**src/rtl/m_wbuart_if.sv**
```systemverilog
// Wishbone-style register bus between the midgetv core and the UART.
// The core side drives strobe/write/address/data and the UART returns read data and ack.
interface m_wbuart_if;
  logic        STB_I;
  logic        WE_I;
  logic        ADR_I;
  logic [7:0]  DAT_I;
  logic [31:0] DAT_O;
  logic        ACK_O;

  modport master (output STB_I, WE_I, ADR_I, DAT_I, input DAT_O, ACK_O);
  modport slave  (input STB_I, WE_I, ADR_I, DAT_I, output DAT_O, ACK_O);
endinterface

```
**src/rtl/m_wbuart.sv**
```systemverilog
// Polled 8N1 UART with a fixed baud divisor behind a zero-wait Wishbone slave.
// The core moves whole bytes through the DATA register and polls the STATUS register.
module m_wbuart #(
  parameter int DIVISOR    = 104,
  parameter bit DAT_O_ZERO = 1'b1
) (
  input  logic       CLK_I,
  input  logic       RST_N_I,
  m_wbuart_if.slave  wb,
  input  logic       usartRX,
  output logic       usartTX
);

  localparam logic [15:0] DIV_M1  = 16'(DIVISOR - 1);
  localparam logic [15:0] HALF_M1 = 16'(DIVISOR / 2 - 1);

  typedef enum logic [1:0] {S_IDLE, S_START, S_DATA, S_STOP} state_t;

  state_t      tx_state_q, tx_state_d;
  logic [15:0] tx_cnt_q, tx_cnt_d;
  logic [2:0]  tx_idx_q, tx_idx_d;
  logic [7:0]  tx_shift_q, tx_shift_d;
  logic        tx_out_q, tx_out_d;

  logic [1:0]  rx_sync_q, rx_sync_d;
  state_t      rx_state_q, rx_state_d;
  logic [15:0] rx_cnt_q, rx_cnt_d;
  logic [2:0]  rx_idx_q, rx_idx_d;
  logic [7:0]  rx_shift_q, rx_shift_d;
  logic [7:0]  rxdata_q, rxdata_d;
  logic        rxvalid_q, rxvalid_d;
  logic        ovr_q, ovr_d;
  logic        ferr_q, ferr_d;

  logic        rd_data, wr_data, txbusy, rx_s, rx_store;
  logic [31:0] rd_mux;

  assign rd_data = wb.STB_I & ~wb.WE_I & ~wb.ADR_I;
  assign wr_data = wb.STB_I &  wb.WE_I & ~wb.ADR_I;
  assign txbusy  = (tx_state_q != S_IDLE);
  assign rx_s    = rx_sync_q[1];
  assign usartTX = tx_out_q;
  assign wb.ACK_O = wb.STB_I;

  // With DAT_O_ZERO the output is OR-merged on the core bus, so it must be 0 when not read
  always_comb begin
    rd_mux = wb.ADR_I ? {28'b0, ferr_q, ovr_q, txbusy, rxvalid_q} : {24'b0, rxdata_q};
    if (!DAT_O_ZERO || (wb.STB_I && !wb.WE_I)) wb.DAT_O = rd_mux;
    else                                       wb.DAT_O = 32'b0;
  end

  always_comb begin
    tx_state_d = tx_state_q;
    tx_cnt_d   = tx_cnt_q;
    tx_idx_d   = tx_idx_q;
    tx_shift_d = tx_shift_q;
    tx_out_d   = tx_out_q;
    case (tx_state_q)
      S_IDLE: begin
        if (wr_data) begin
          tx_state_d = S_START;
          tx_cnt_d   = 16'd0;
          tx_idx_d   = 3'd0;
          tx_shift_d = wb.DAT_I;
          tx_out_d   = 1'b0;
        end
      end
      S_START: begin
        if (tx_cnt_q == DIV_M1) begin
          tx_cnt_d   = 16'd0;
          tx_state_d = S_DATA;
          tx_out_d   = tx_shift_q[0];
        end else begin
          tx_cnt_d = tx_cnt_q + 16'd1;
        end
      end
      S_DATA: begin
        if (tx_cnt_q == DIV_M1) begin
          tx_cnt_d = 16'd0;
          if (tx_idx_q == 3'd7) begin
            tx_state_d = S_STOP;
            tx_out_d   = 1'b1;
          end else begin
            tx_idx_d   = tx_idx_q + 3'd1;
            tx_shift_d = {1'b0, tx_shift_q[7:1]};
            tx_out_d   = tx_shift_q[1];
          end
        end else begin
          tx_cnt_d = tx_cnt_q + 16'd1;
        end
      end
      S_STOP: begin
        if (tx_cnt_q == DIV_M1) begin
          tx_cnt_d   = 16'd0;
          tx_state_d = S_IDLE;
        end else begin
          tx_cnt_d = tx_cnt_q + 16'd1;
        end
      end
      default: tx_state_d = S_IDLE;
    endcase
  end

  // Receiver counts down to zero; the half-bit start wait lands later samples mid-bit
  always_comb begin
    rx_sync_d  = {rx_sync_q[0], usartRX};
    rx_state_d = rx_state_q;
    rx_cnt_d   = rx_cnt_q;
    rx_idx_d   = rx_idx_q;
    rx_shift_d = rx_shift_q;
    rx_store   = 1'b0;
    case (rx_state_q)
      S_IDLE: begin
        if (!rx_s) begin
          rx_state_d = S_START;
          rx_cnt_d   = HALF_M1;
        end
      end
      S_START: begin
        if (rx_cnt_q == 16'd0) begin
          if (!rx_s) begin
            rx_state_d = S_DATA;
            rx_cnt_d   = DIV_M1;
            rx_idx_d   = 3'd0;
          end else begin
            rx_state_d = S_IDLE;
          end
        end else begin
          rx_cnt_d = rx_cnt_q - 16'd1;
        end
      end
      S_DATA: begin
        if (rx_cnt_q == 16'd0) begin
          rx_shift_d = {rx_s, rx_shift_q[7:1]};
          rx_cnt_d   = DIV_M1;
          if (rx_idx_q == 3'd7) rx_state_d = S_STOP;
          else                  rx_idx_d   = rx_idx_q + 3'd1;
        end else begin
          rx_cnt_d = rx_cnt_q - 16'd1;
        end
      end
      S_STOP: begin
        if (rx_cnt_q == 16'd0) begin
          rx_store   = 1'b1;
          rx_state_d = S_IDLE;
        end else begin
          rx_cnt_d = rx_cnt_q - 16'd1;
        end
      end
      default: rx_state_d = S_IDLE;
    endcase
  end

  // A store in the same cycle as a DATA read wins and does not count as an overrun
  always_comb begin
    rxdata_d  = rxdata_q;
    rxvalid_d = rxvalid_q;
    ovr_d     = ovr_q;
    ferr_d    = ferr_q;
    if (rd_data) begin
      rxvalid_d = 1'b0;
      ovr_d     = 1'b0;
      ferr_d    = 1'b0;
    end
    if (rx_store) begin
      rxdata_d  = rx_shift_q;
      rxvalid_d = 1'b1;
      ferr_d    = ~rx_s;
      if (rxvalid_q && !rd_data) ovr_d = 1'b1;
    end
  end

  always_ff @(posedge CLK_I or negedge RST_N_I) begin
    if (!RST_N_I) begin
      tx_state_q <= S_IDLE;
      tx_cnt_q   <= 16'd0;
      tx_idx_q   <= 3'd0;
      tx_shift_q <= 8'd0;
      tx_out_q   <= 1'b1;
      rx_sync_q  <= 2'b11;
      rx_state_q <= S_IDLE;
      rx_cnt_q   <= 16'd0;
      rx_idx_q   <= 3'd0;
      rx_shift_q <= 8'd0;
      rxdata_q   <= 8'd0;
      rxvalid_q  <= 1'b0;
      ovr_q      <= 1'b0;
      ferr_q     <= 1'b0;
    end else begin
      tx_state_q <= tx_state_d;
      tx_cnt_q   <= tx_cnt_d;
      tx_idx_q   <= tx_idx_d;
      tx_shift_q <= tx_shift_d;
      tx_out_q   <= tx_out_d;
      rx_sync_q  <= rx_sync_d;
      rx_state_q <= rx_state_d;
      rx_cnt_q   <= rx_cnt_d;
      rx_idx_q   <= rx_idx_d;
      rx_shift_q <= rx_shift_d;
      rxdata_q   <= rxdata_d;
      rxvalid_q  <= rxvalid_d;
      ovr_q      <= ovr_d;
      ferr_q     <= ferr_d;
    end
  end

endmodule
```
**src/flat_wrapper.sv**
```systemverilog
// flat-port wrapper written by rule: the top's interface ports become plain ports
module m_wbuart_flat 
#(
  parameter int DIVISOR    = 104,
  parameter bit DAT_O_ZERO = 1'b1
)
  (CLK_I, RST_N_I, usartRX, usartTX, wb_STB_I, wb_WE_I, wb_ADR_I, wb_DAT_I, wb_DAT_O, wb_ACK_O);
  m_wbuart_if wb_i ();
  input  logic CLK_I;
  input  logic RST_N_I;
  input  logic usartRX;
  output logic usartTX;
  input wire logic [$bits(wb_i.STB_I)-1:0] wb_STB_I;
  input wire logic [$bits(wb_i.WE_I)-1:0] wb_WE_I;
  input wire logic [$bits(wb_i.ADR_I)-1:0] wb_ADR_I;
  input wire logic [$bits(wb_i.DAT_I)-1:0] wb_DAT_I;
  output wire logic [$bits(wb_i.DAT_O)-1:0] wb_DAT_O;
  output wire logic [$bits(wb_i.ACK_O)-1:0] wb_ACK_O;
  assign wb_i.STB_I = wb_STB_I;
  assign wb_i.WE_I = wb_WE_I;
  assign wb_i.ADR_I = wb_ADR_I;
  assign wb_i.DAT_I = wb_DAT_I;
  assign wb_DAT_O = wb_i.DAT_O;
  assign wb_ACK_O = wb_i.ACK_O;
  m_wbuart #(.DIVISOR(DIVISOR), .DAT_O_ZERO(DAT_O_ZERO)) u_core (.CLK_I(CLK_I), .RST_N_I(RST_N_I), .wb(wb_i), .usartRX(usartRX), .usartTX(usartTX));
endmodule
```
**config.mk**
```make
export PLATFORM = sky130hd
export DESIGN_NAME = m_wbuart_flat
export DESIGN_NICKNAME = d
export VERILOG_FILES = /design/src/rtl/m_wbuart_if.sv /design/src/rtl/m_wbuart.sv /design/src/flat_wrapper.sv
export SDC_FILE = /design/constraint.sdc
export NUM_CORES = 1
export LEC_CHECK = 0
export CAP_MARGIN = 30
export CORE_MARGIN = 10
export CORE_UTILIZATION = 40
export DETAILED_ROUTE_END_ITERATION = 6
export GPL_TIMING_DRIVEN = 0
export SLEW_MARGIN = 20
export SYNTH_ARGS = -nofsm -noshare
export SYNTH_HDL_FRONTEND = slang
export SYNTH_SLANG_ARGS = --single-unit
```
**constraint.sdc**
```tcl
create_clock -name CLK_I -period 2.1 [get_ports CLK_I]
set_clock_uncertainty 0.1 [all_clocks]
set_input_delay 0.315 -clock CLK_I [delete_from_list [all_inputs] [get_ports CLK_I]]
set_output_delay 0.315 -clock CLK_I [all_outputs]
set_load 0.005 [all_outputs]
```
==> results of run 1 <==
==> per-stage QoR <==
stage / total power, mW / setup TNS, ns / setup slack (ns) / cells / cell area, µm²
after floorplan: 1.48 / -0.430 / -0.154 / 423 / 4130
after global placement: 1.54 / -152.50 / -1.90 / 578 / 4520
after detailed placement: 1.55 / -18.97 / -0.599 / 579 / 4540
after CTS: 2.91 / -2.70 / -0.209 / 611 / 5070
after global routing: 3.00 / -4.21 / -0.277 / 631 / 5410
final: 2.88 / -2.40 / -0.231 / 631 / 5410
==> worst max-delay path by stage <==
stage	to	slack [ns]	cells past startpoint
after floorplan	u_core.tx_state_q[1]	-0.15	5
after global placement	u_core.rx_cnt_q[4]	-1.90	1
after CTS	u_core.tx_state_q[1]	-0.21	5
final	u_core.tx_state_q[1]	-0.23	5
after global routing	u_core.tx_state_q[1]	-0.28	5
after detailed placement	u_core.rx_cnt_q[5]	-0.60	6
==> timing repair <==
item / 4_1_cts / 5_1_grt
gates cloned: 1 / 2
pin swaps: 13 / 19
buffers inserted: 14 / 19
setup endpoints to repair: 72 / 69
gates resized for setup: 42 / 56
hold buffers: 1 / 0
endpoints found under the hold margin: 25 / 0
==> state kept, by name, summed over array words and instances, names as in the netlist, named ones only <==
name / count
u_core.tx_idx_q: 3
u_core.rx_idx_q: 3
u_core.rxvalid_q: 1
u_core.tx_cnt_q: 16
u_core.rx_state_q: 1
u_core.rx_cnt_q: 16
u_core.rxdata_q: 8
u_core.usartTX: 1
u_core.ferr_q: 1
u_core.tx_shift_q: 8
u_core.rx_sync_q: 2
u_core.rx_shift_q: 8
u_core.tx_state_q: 2
u_core.ovr_q: 1
==> cell usage after synthesis (8+ instances only) <==
cell type / n
mux2_2: 29
nor2_1: 35
nor3_1: 12
ha_1: 15
a22o_1: 13
o21ai_0: 32
nand4_1: 9
dfrtp_1: 69
inv_1: 12
nand2_1: 28
buf_4: 25
nand3_1: 8
==> per-layer routing <==
layer,GRT usage,vias to the layer above
li1,-,1599
met1,0.158,1594
met2,0.206,89
met3,0.0372,14
met4,0.0407,0
met5,0,-
==> report_power, final <==
group	internal [mW]	leakage [nW]	switching, mW
clock network	0.823	0.124	0.532
registers	1.39	0.911	0.00272
logic	0.0730	1.57	0.0641
==> area by class of cell <==
cell class	count	share of cell area
timing repair buffer	59	0.0981
sequential	72	0.335
multi-input combinational	305	0.437
clock buffer	11	0.0261
buffer	34	0.0456
tap	133	0.0308
clock inverter	5	0.0192
inverter	12	0.00833
==> kinds of logic after synthesis <==
| logic type | synth area share |
|---|---|
| adder cells (fa/ha/maj) | 0.0464 |
| other | 0.000927 |
| buffers and inverters | 0.0681 |
| multiplexers | 0.0999 |
| AO/OA/AOI/OAI | 0.158 |
| XOR/XNOR | 0.0173 |
| AND/OR/NAND/NOR | 0.163 |
| flip-flops | 0.446 |
==> key figures, run 1 <==
STA
  • Hold slack: 0.259 ns
  • Final Max Slew Viols: 0
  • Period utilization: 1.11
  • Worst slew pin tran: 0.719 ns
  • Max_slew headroom: 0.517
  • Peak Freq: 429 MHz
  • Final setup vio count: 20
  • Period minus WS final: 2.33 ns
  • RSZ-0062 raised after global routing: yes
  • Hold Fails Final Rpt: 0
  • Fin worst setup slack: -0.231 ns

Floorplanning
  • Site Rows: 36
  • Die height: ~120 µm
  • Die area: 0.0145 mm²
  • Ports: 48
  • Die width: 121 µm
  • Initial Util: 0.412
  • Core Box Area: 0.00982 mm²

Hold path
  • Worst Hold Path EP: u_core.rx_sync_q[1]
  • Hold depth: 0
  • HP Class: flip-flop to flip-flop
  • Critical hold path startpoint: u_core.rx_sync_q[0]

Worst setup path
  • Most used cell, CP: or4_4
  • FF-to-FF setup slack: -0.23 ns
  • Startpoint Class: flip-flop
  • Crit path max fanout: 3
  • CP bufs+invs: 0
  • CP required: 2.23 ns
  • Setup Crit Path Kind: flip-flop to flip-flop
  • Critical path's top delay family: simple AND/OR/NAND/NOR gates
  • Worst Setup SP: u_core.tx_cnt_q[13]
  • Slowest stage cell on the critical path: or4_4
  • Reg-to-Reg Start: u_core.tx_cnt_q[13]
  • CP endpoint kind: flip-flop
  • Crit-path cells: or4_4 > or4_4 > a21oi_4 > o21ai_2 > mux2_4
  • Crit path arrival time: about 2.5 ns
  • R2R depth: 5
  • Slowest stage delay, CP: 0.60 ns
  • FF-to-FF End: u_core.tx_state_q[1]

GRT
  • First-pass GRT wire length: 15,500 µm
  • Antenna violations before repair: 0
  • Total gr overflow: 0
  • GRT Util Overall: 0.127
  • Largest net degree at the start of global routing: 47
  • Vias in the first global route: 3,197

Final layout
  • Reg area: 0.00181 mm²
  • Final net count: 522
  • Fillers: 887
  • Most common cell after layout, fill and taps aside: dfrtp_1
  • Antenna cell count: 0
  • Multi-input logic area: 0.00236 mm²
  • Share of cells above drive strength 1: 0.359
  • Most frequent cells in the layout: dfrtp_1 (63), buf_4 (56), nor2_1 (29)
  • Layout area overhead: 33.8%
  • Final Core Density: 0.551

Synth
  • Most used DFF post-synth: dfrtp_1
  • Average cell area after synthesis: ~10 µm²
  • Synth area leader: dfrtp_1
  • Synthesized area: 0.00404 mm²
  • Yosys top cell area share: 0.427
  • Synth async-reset ratio: 1.00
  • Top post-synthesis cells by area: dfrtp_1 (43%), mux2_2 (8.1%), buf_4 (4.6%)
  • Flops & latches, synth: 72
  • Synth warn: 0
  • Register area share after synthesis: 0.446
  • Number of flops mapped to enable cells by yosys: 0
  • Synthesized instance count: 400
  • Library cells used by synthesis: 56

CTS
  • CTS tree: built
  • CTS Sinks: between 70 and 80
  • Total CTS buffers: 9
  • H-tree levels: 3
  • Clock Pin Slew Worst Setup and Hold Paths: 0.09 ns
  • Root Buffer: clkbuf_8
  • Longest Clk Path Bufs: 2
  • Clk_lat worst skew: between 0.3 and 0.4 ns

Detailed routing
  • Routed wl met3: 518 µm
  • DR pass1 iterations: 4
  • Met1 WL: 4210 µm
  • Final antenna-violating net count: 0
  • Avg WL per Cell: 15.1 µm
  • Via density: 5.22
  • WL final: around 9500 µm
  • Residual DRC count: 0
  • Total vias in the final route: 3,296
  • Met2 WL: 4700 µm
  • DRT iter0 DRCs: 258
  • Highest Signal Layer: met4

Pwr
  • Peak supply drop: ~0.00037 V
  • Leak: 2.61 nW
  • Power per Cell Area: 533 mW/mm²

Placed design
  • Placer Congestion: 0.846
  • HPWL after DPL: 6230 µm
  • I/O Buffers: 22

Run status
  • Outcome: finished with violations
  • Failing checks: setup timing

Job
  • Max cap viols: 0
No activity file was read; power rests on OpenSTA's default activity.
==> inputs of run 2 (changes only) <==
REMOVE_ABC_BUFFERS = 1   (was unset)
==> run 2 against run 1 <==
The run still ends with setup timing left. First-iteration DRC count down 16%. Flip-flop and latch count is the same. Via count shrank 2.7%. Critical endpoint unchanged. Highest routed layer unchanged.
==> key figures, run 2 (synthesis results as in run 1) <==
Pwr
  • Comb pwr share: 0.042 (-0.006)
  • Sw power: 0.567 mW (-5.3%)
  • Switching Share: 0.234 (+0.0263)
  • Peak supply drop: 0.000331 V (-11%)
  • Clock power share: 0.384 (-0.086)
  • Power per Cell Area: 478 mW/mm² (-10%)
  • Seq pwr share: 0.574 (+0.091)
  • Leak: 2.47 nW (-5.2%)
  • Int Pwr: 1.86 mW (-19%)

Worst setup path
  • CP required: 2.24 ns (about the same)
  • Most used cell, CP: or4_4
  • Crit path max fanout: 3 (unchanged)
  • CP endpoint kind: flip-flop
  • Crit-path cells: or4_4 > or4_4 > a21oi_4 > o21ai_2 > mux2_4
  • CP bufs+invs: 0 (unchanged)
  • Startpoint Class: flip-flop
  • Critical path's top delay family: simple AND/OR/NAND/NOR gates
  • Setup Crit Path Kind: flip-flop to flip-flop
  • Slowest stage delay, CP: 0.59 ns (about the same)
  • Crit path arrival time: 2.51 ns (+0.05 ns)
  • Slowest stage cell on the critical path: or4_4

Run status
  • Failing checks: setup timing
  • Outcome: finished with violations

CTS
  • CTS tree: built
  • Clock Pin Slew Worst Setup and Hold Paths: 0.08 ns (about the same)
  • Root Buffer: clkbuf_8
  • Clk_lat worst skew: 0.35 ns (about the same)
  • H-tree levels: 3 (unchanged)
  • Total CTS buffers: 9 (unchanged)
  • Longest Clk Path Bufs: 2 (unchanged)
  • CTS Sinks: 72 (unchanged)

STA
  • Final Max Slew Viols: 0 (unchanged)
  • Fin worst setup slack: -0.278 ns (-0.0465 ns)
  • Hold Fails Final Rpt: 0 (unchanged)
  • Hold slack: 0.257 ns (-0.00206 ns)
  • Period minus WS final: 2.38 ns (+0.0465 ns)
  • Final setup vio count: 19 (-5.0%)
  • Peak Freq: 421 MHz (-2.0%)
  • RSZ-0062 raised after global routing: yes
  • Max_slew headroom: 0.617 (+0.0995)
  • Worst slew pin tran: 0.575 ns (-0.144 ns)
  • Period utilization: 1.13 (+0.0222)

GRT
  • Largest net degree at the start of global routing: 54 (+15%)
  • Vias in the first global route: 3,270 (+2.3%)
  • GRT Util Overall: 0.126 (-0.000380)
  • First-pass GRT wire length: 15,400 µm (-0.31%)
  • Antenna violations before repair: 0 (unchanged)
  • Total gr overflow: 0 (unchanged)

Floorplanning
  • Die height: 121 µm (unchanged)
  • Core Box Area: 0.00982 mm² (unchanged)
  • Die width: 121 µm (unchanged)
  • Site Rows: 36 (unchanged)
  • Die area: 0.0145 mm² (unchanged)
  • Ports: 48 (unchanged)
  • Initial Util: 0.412 (unchanged)

Detailed routing
  • Routed wl met3: 450 µm (-13%)
  • Via density: 5.34 (+2.2%)
  • Avg WL per Cell: 15.8 µm (+4.6%)
  • Final antenna-violating net count: 0 (unchanged)
  • DRT iter0 DRCs: 217 (-16%)
  • Residual DRC count: 0 (unchanged)
  • Met1 WL: 4150 µm (-1.4%)
  • WL final: 9510 µm (-0.41%)
  • DR pass1 iterations: 4 (unchanged)
  • Total vias in the final route: 3,207 (-2.7%)
  • Highest Signal Layer: met4
  • Met2 WL: 4750 µm (+1.1%)

Final layout
  • Biggest regs: u_core.rx_cnt_q (16), u_core.tx_cnt_q (16)
  • Final Core Density: 0.516 (-0.0350)
  • Antenna cell count: 0 (unchanged)
  • Final net count: 492 (-5.7%)
  • Share of cells above drive strength 1: 0.299 (-0.0603)
  • Layout area overhead: 25.3%
  • Finished Cell Area: 0.00507 mm² (-6.4%)
  • Most frequent cells in the layout: dfrtp_1 (66), buf_4 (37), nor2_1 (31)
  • Most common cell after layout, fill and taps aside: dfrtp_1

Job
  • Max cap viols: 0 (unchanged)

Hold path
  • HP Class: flip-flop to flip-flop

Placed design
  • HPWL after DPL: 6090 µm (-2.1%)
  • I/O Buffers: 23 (+4.5%)
  • Placer Congestion: 0.859 (+1.6%)
  • Dpl cell area: 0.00434 mm² (-4.5%)
-- run 2: metrics by stage --
step	power (mW)	setup slack, ns	instances	TNS [ns]
detailed placement	1.51	-0.934	546	-28.80
global placement	1.51	-1.95	544	-187.48
global route	2.52	-0.317	601	-4.31
CTS	2.46	-0.243	583	-4.15
floorplan	1.44	-0.517	388	-8.84
finish	2.42	-0.278	601	-2.62
-- run 2: worst paths after layout --
check	depth (start not counted)	endpoint	slack, ns	from
setup reg to reg	5	u_core.tx_state_q[1]	-0.28	u_core.tx_cnt_q[8]
hold reg to reg	0	u_core.rx_sync_q[1]	0.26	u_core.rx_sync_q[0]
hold / removal	0	u_core.rx_sync_q[1]	0.26	u_core.rx_sync_q[0]
setup / recovery	5	u_core.tx_state_q[1]	-0.28	u_core.tx_cnt_q[8]
max in group asynchronous	3	u_core.rx_sync_q[0]	0.99	RST_N_I
min in group asynchronous	2	u_core.tx_cnt_q[2]	0.29	RST_N_I
-- run 2: timing repair --
action / in CTS / in global routing
gates cloned: 1 / 1
setup endpoints to repair: 73 / 72
resized for setup: 29 / 54
endpoints found under the hold margin: 18 / 0
hold buffers: 1 / 0
buffers inserted: 19 / 17
pin swaps: 8 / 16
-- run 2: routing by layer --
metal  track usage  vias up
met3        0.0354       20
met4        0.0468        0
met5             0        -
li1              -     1547
met1         0.150     1571
met2         0.212       69
-- run 2: area by class of cell --
class | count | area, µm²
Clock buffer | 12 | 135
Fill cell | 897 | 4750
Clock inverter | 4 | 23.8
Sequential cell | 72 | 1810
Multi-Input combinational cell | 305 | 2320
Inverter | 12 | 45.0
Timing Repair Buffer | 63 | 568
Tap cell | 133 | 166
-- run 2: power groups by stage --
stage,logic [mW],clock network [mW],registers [mW]
6_report,0.102,0.930,1.39
5_1_grt,0.115,1.02,1.39
4_1_cts,0.0989,0.965,1.39
3_5_place_dp,0.0955,0,1.42
3_3_place_gp,0.0879,0,1.42
2_1_floorplan,0.0247,0,1.42
==> inputs of run 3 (changes only) <==
TNS_END_PERCENT = 20   (was unset)
==> run 3 against run 2 <==
The flow still finishes with violations (setup timing). Worst hold slack about the same. Non-clock buffer count shrank 13. Core utilization down 1.6 points. Clock power shrank 0.8%. Highest routed layer unchanged.
==> key figures, run 3 (synthesis results as in run 1) <==
Run status
  • Outcome: finished with violations
  • Failing checks: setup timing

GRT
  • Largest net degree at the start of global routing: 54 (unchanged)
  • Total gr overflow: 0 (unchanged)
  • First-pass GRT wire length: 15,200 µm (-1.2%)
  • GRT Util Overall: 0.125 (-0.00127)
  • Vias in the first global route: 3,242 (-0.86%)
  • Antenna violations before repair: 0 (unchanged)

Worst setup path
  • Crit path arrival time: 2.48 ns (-0.03 ns)
  • CP endpoint kind: flip-flop
  • Most used cell, CP: or4_4
  • Slowest stage delay, CP: 0.60 ns (about the same)
  • Crit-path cells: or4_4 > or4_4 > a21oi_4 > o21ai_2 > mux2_4
  • Crit path max fanout: 3 (unchanged)
  • Critical path's top delay family: simple AND/OR/NAND/NOR gates
  • CP bufs+invs: 0 (unchanged)
  • Setup Crit Path Kind: flip-flop to flip-flop
  • Slowest stage cell on the critical path: or4_4
  • CP required: 2.23 ns (about the same)
  • Startpoint Class: flip-flop

Floorplanning
  • Core Box Area: 0.00982 mm² (unchanged)
  • Ports: 48 (unchanged)
  • Site Rows: 36 (unchanged)
  • Die height: 121 µm (unchanged)
  • Initial Util: 0.412 (unchanged)
  • Die width: 121 µm (unchanged)
  • Die area: 0.0145 mm² (unchanged)

STA
  • Fin worst setup slack: -0.248 ns (+0.0301 ns)
  • Hold Fails Final Rpt: 0 (unchanged)
  • Period utilization: 1.12 (-0.0143)
  • Max_slew headroom: 0.572 (-0.0447)
  • Final Max Slew Viols: 0 (unchanged)
  • RSZ-0062 raised after global routing: yes
  • Final setup vio count: 22 (+3)
  • Worst slew pin tran: 0.640 ns (+0.0648 ns)
  • Peak Freq: 426 MHz (+1.3%)
  • Period minus WS final: 2.35 ns (-0.0301 ns)

CTS
  • Total CTS buffers: 9 (unchanged)
  • Clock Pin Slew Worst Setup and Hold Paths: 0.08 ns (about the same)
  • H-tree levels: 3 (unchanged)
  • Clk_lat worst skew: 0.34 ns (about the same)
  • Root Buffer: clkbuf_8
  • CTS tree: built
  • Longest Clk Path Bufs: 2 (unchanged)
  • CTS Sinks: 72 (unchanged)

Detailed routing
  • Total vias in the final route: 3,153 (-1.7%)
  • WL final: 9090 µm (-4.4%)
  • Via density: 5.36 (+0.49%)
  • DRT iter0 DRCs: 196 (-9.7%)
  • Avg WL per Cell: 15.5 µm (-2.3%)
  • Residual DRC count: 0 (unchanged)
  • Final antenna-violating net count: 0 (unchanged)
  • DR pass1 iterations: 4 (unchanged)

Placed design
  • Pre-CTS setup slack: -0.934 ns (unchanged)
  • I/O Buffers: 23 (unchanged)
  • HPWL after DPL: 6090 µm (unchanged)
  • Placer Congestion: 0.859 (unchanged)

Final layout
  • Biggest regs: u_core.rx_cnt_q (16), u_core.tx_cnt_q (16)
  • Layout area overhead: 21.5%
  • Most frequent cells in the layout: dfrtp_1 (68), nor2_1 (32), mux2_2 (29)
  • Antenna cell count: 0 (unchanged)
  • Most common cell after layout, fill and taps aside: dfrtp_1
  • Share of cells above drive strength 1: 0.253 (-0.0464)
  • Fillers: 917 (+2.2%)
  • Final net count: 479 (-2.6%)

Pwr
  • Total design power: 2.42 mW (-0.33%)
  • Power per Cell Area: 492 mW/mm² (+2.8%)
  • Peak supply drop: 0.000325 V (-2.0%)
  • Leak: 2.33 nW (-5.7%)

Job
  • Max cap viols: 0 (unchanged)

Hold path
  • HP Class: flip-flop to flip-flop
run 3: worst register-to-register path: stages (launching register included):
cell and delay, ns:
dfrtp_1 0.39, or4_4 0.58, or4_4 0.60, a21oi_4 0.16
o21ai_2 0.09, mux2_4 0.32
run 3: final cells by class:
class                   instances  area (µm²)  area share
repair buffers                 50         462      0.0940
well taps                     133         166      0.0339
inverters                      12        45.0     0.00917
clock buffers                  12         135      0.0275
flip-flops and latches         72        1810       0.368
multi-input cells             305        2270       0.463
clock inverters                 4        23.8     0.00484
run 3: stage by stage:
stage	util	setup TNS (ns)	instances	instance area, µm²	hold slack [ns]
after floorplan	-	-8.84	388	3900	-0.0806
after global placement	0.438	-187.48	544	4300	0.246
after detailed placement	0.442	-28.80	546	4340	0.126
final	0.500	-2.31	588	4910	0.257
after global routing	0.500	-5.07	588	4910	0.261
after CTS	0.483	-4.21	580	4740	0.258
run 3: timing repair:
action	in CTS	in global routing
cloned	1	0
hold buffers	1	0
endpoints found under the hold margin	18	0
endpoints found under the setup margin	73	72
resized for setup	24	34
buffers inserted	16	8
pin swaps	7	6
run 3: report_power, final:
part / switching [mW] / internal, mW
Clock: 0.497 / 0.426
Combinational: 0.0597 / 0.0408
Sequential: 0.00252 / 1.39
run 3: path summary, 6_finish.rpt:
kind | from | end | slack [ns] | cells past startpoint
max in group asynchronous | RST_N_I | u_core.rx_sync_q[0] | 1.00 | 3
worst max register to register | u_core.tx_cnt_q[8] | u_core.tx_state_q[1] | -0.25 | 5
worst min register to register | u_core.rx_sync_q[0] | u_core.rx_sync_q[1] | 0.26 | 0
worst max-delay path | u_core.tx_cnt_q[8] | u_core.tx_state_q[1] | -0.25 | 5
min in group asynchronous | RST_N_I | u_core.tx_cnt_q[2] | 0.29 | 2
worst min-delay path | u_core.rx_sync_q[0] | u_core.rx_sync_q[1] | 0.26 | 0
run 3: layer usage:
metal,part of all wire,track usage,vias up
li1,-,-,1522
met1,0.45,0.149,1551
met2,0.49,0.210,66
met3,0.045,0.0354,14
met4,0.015,0.0468,0
met5,0,0,-
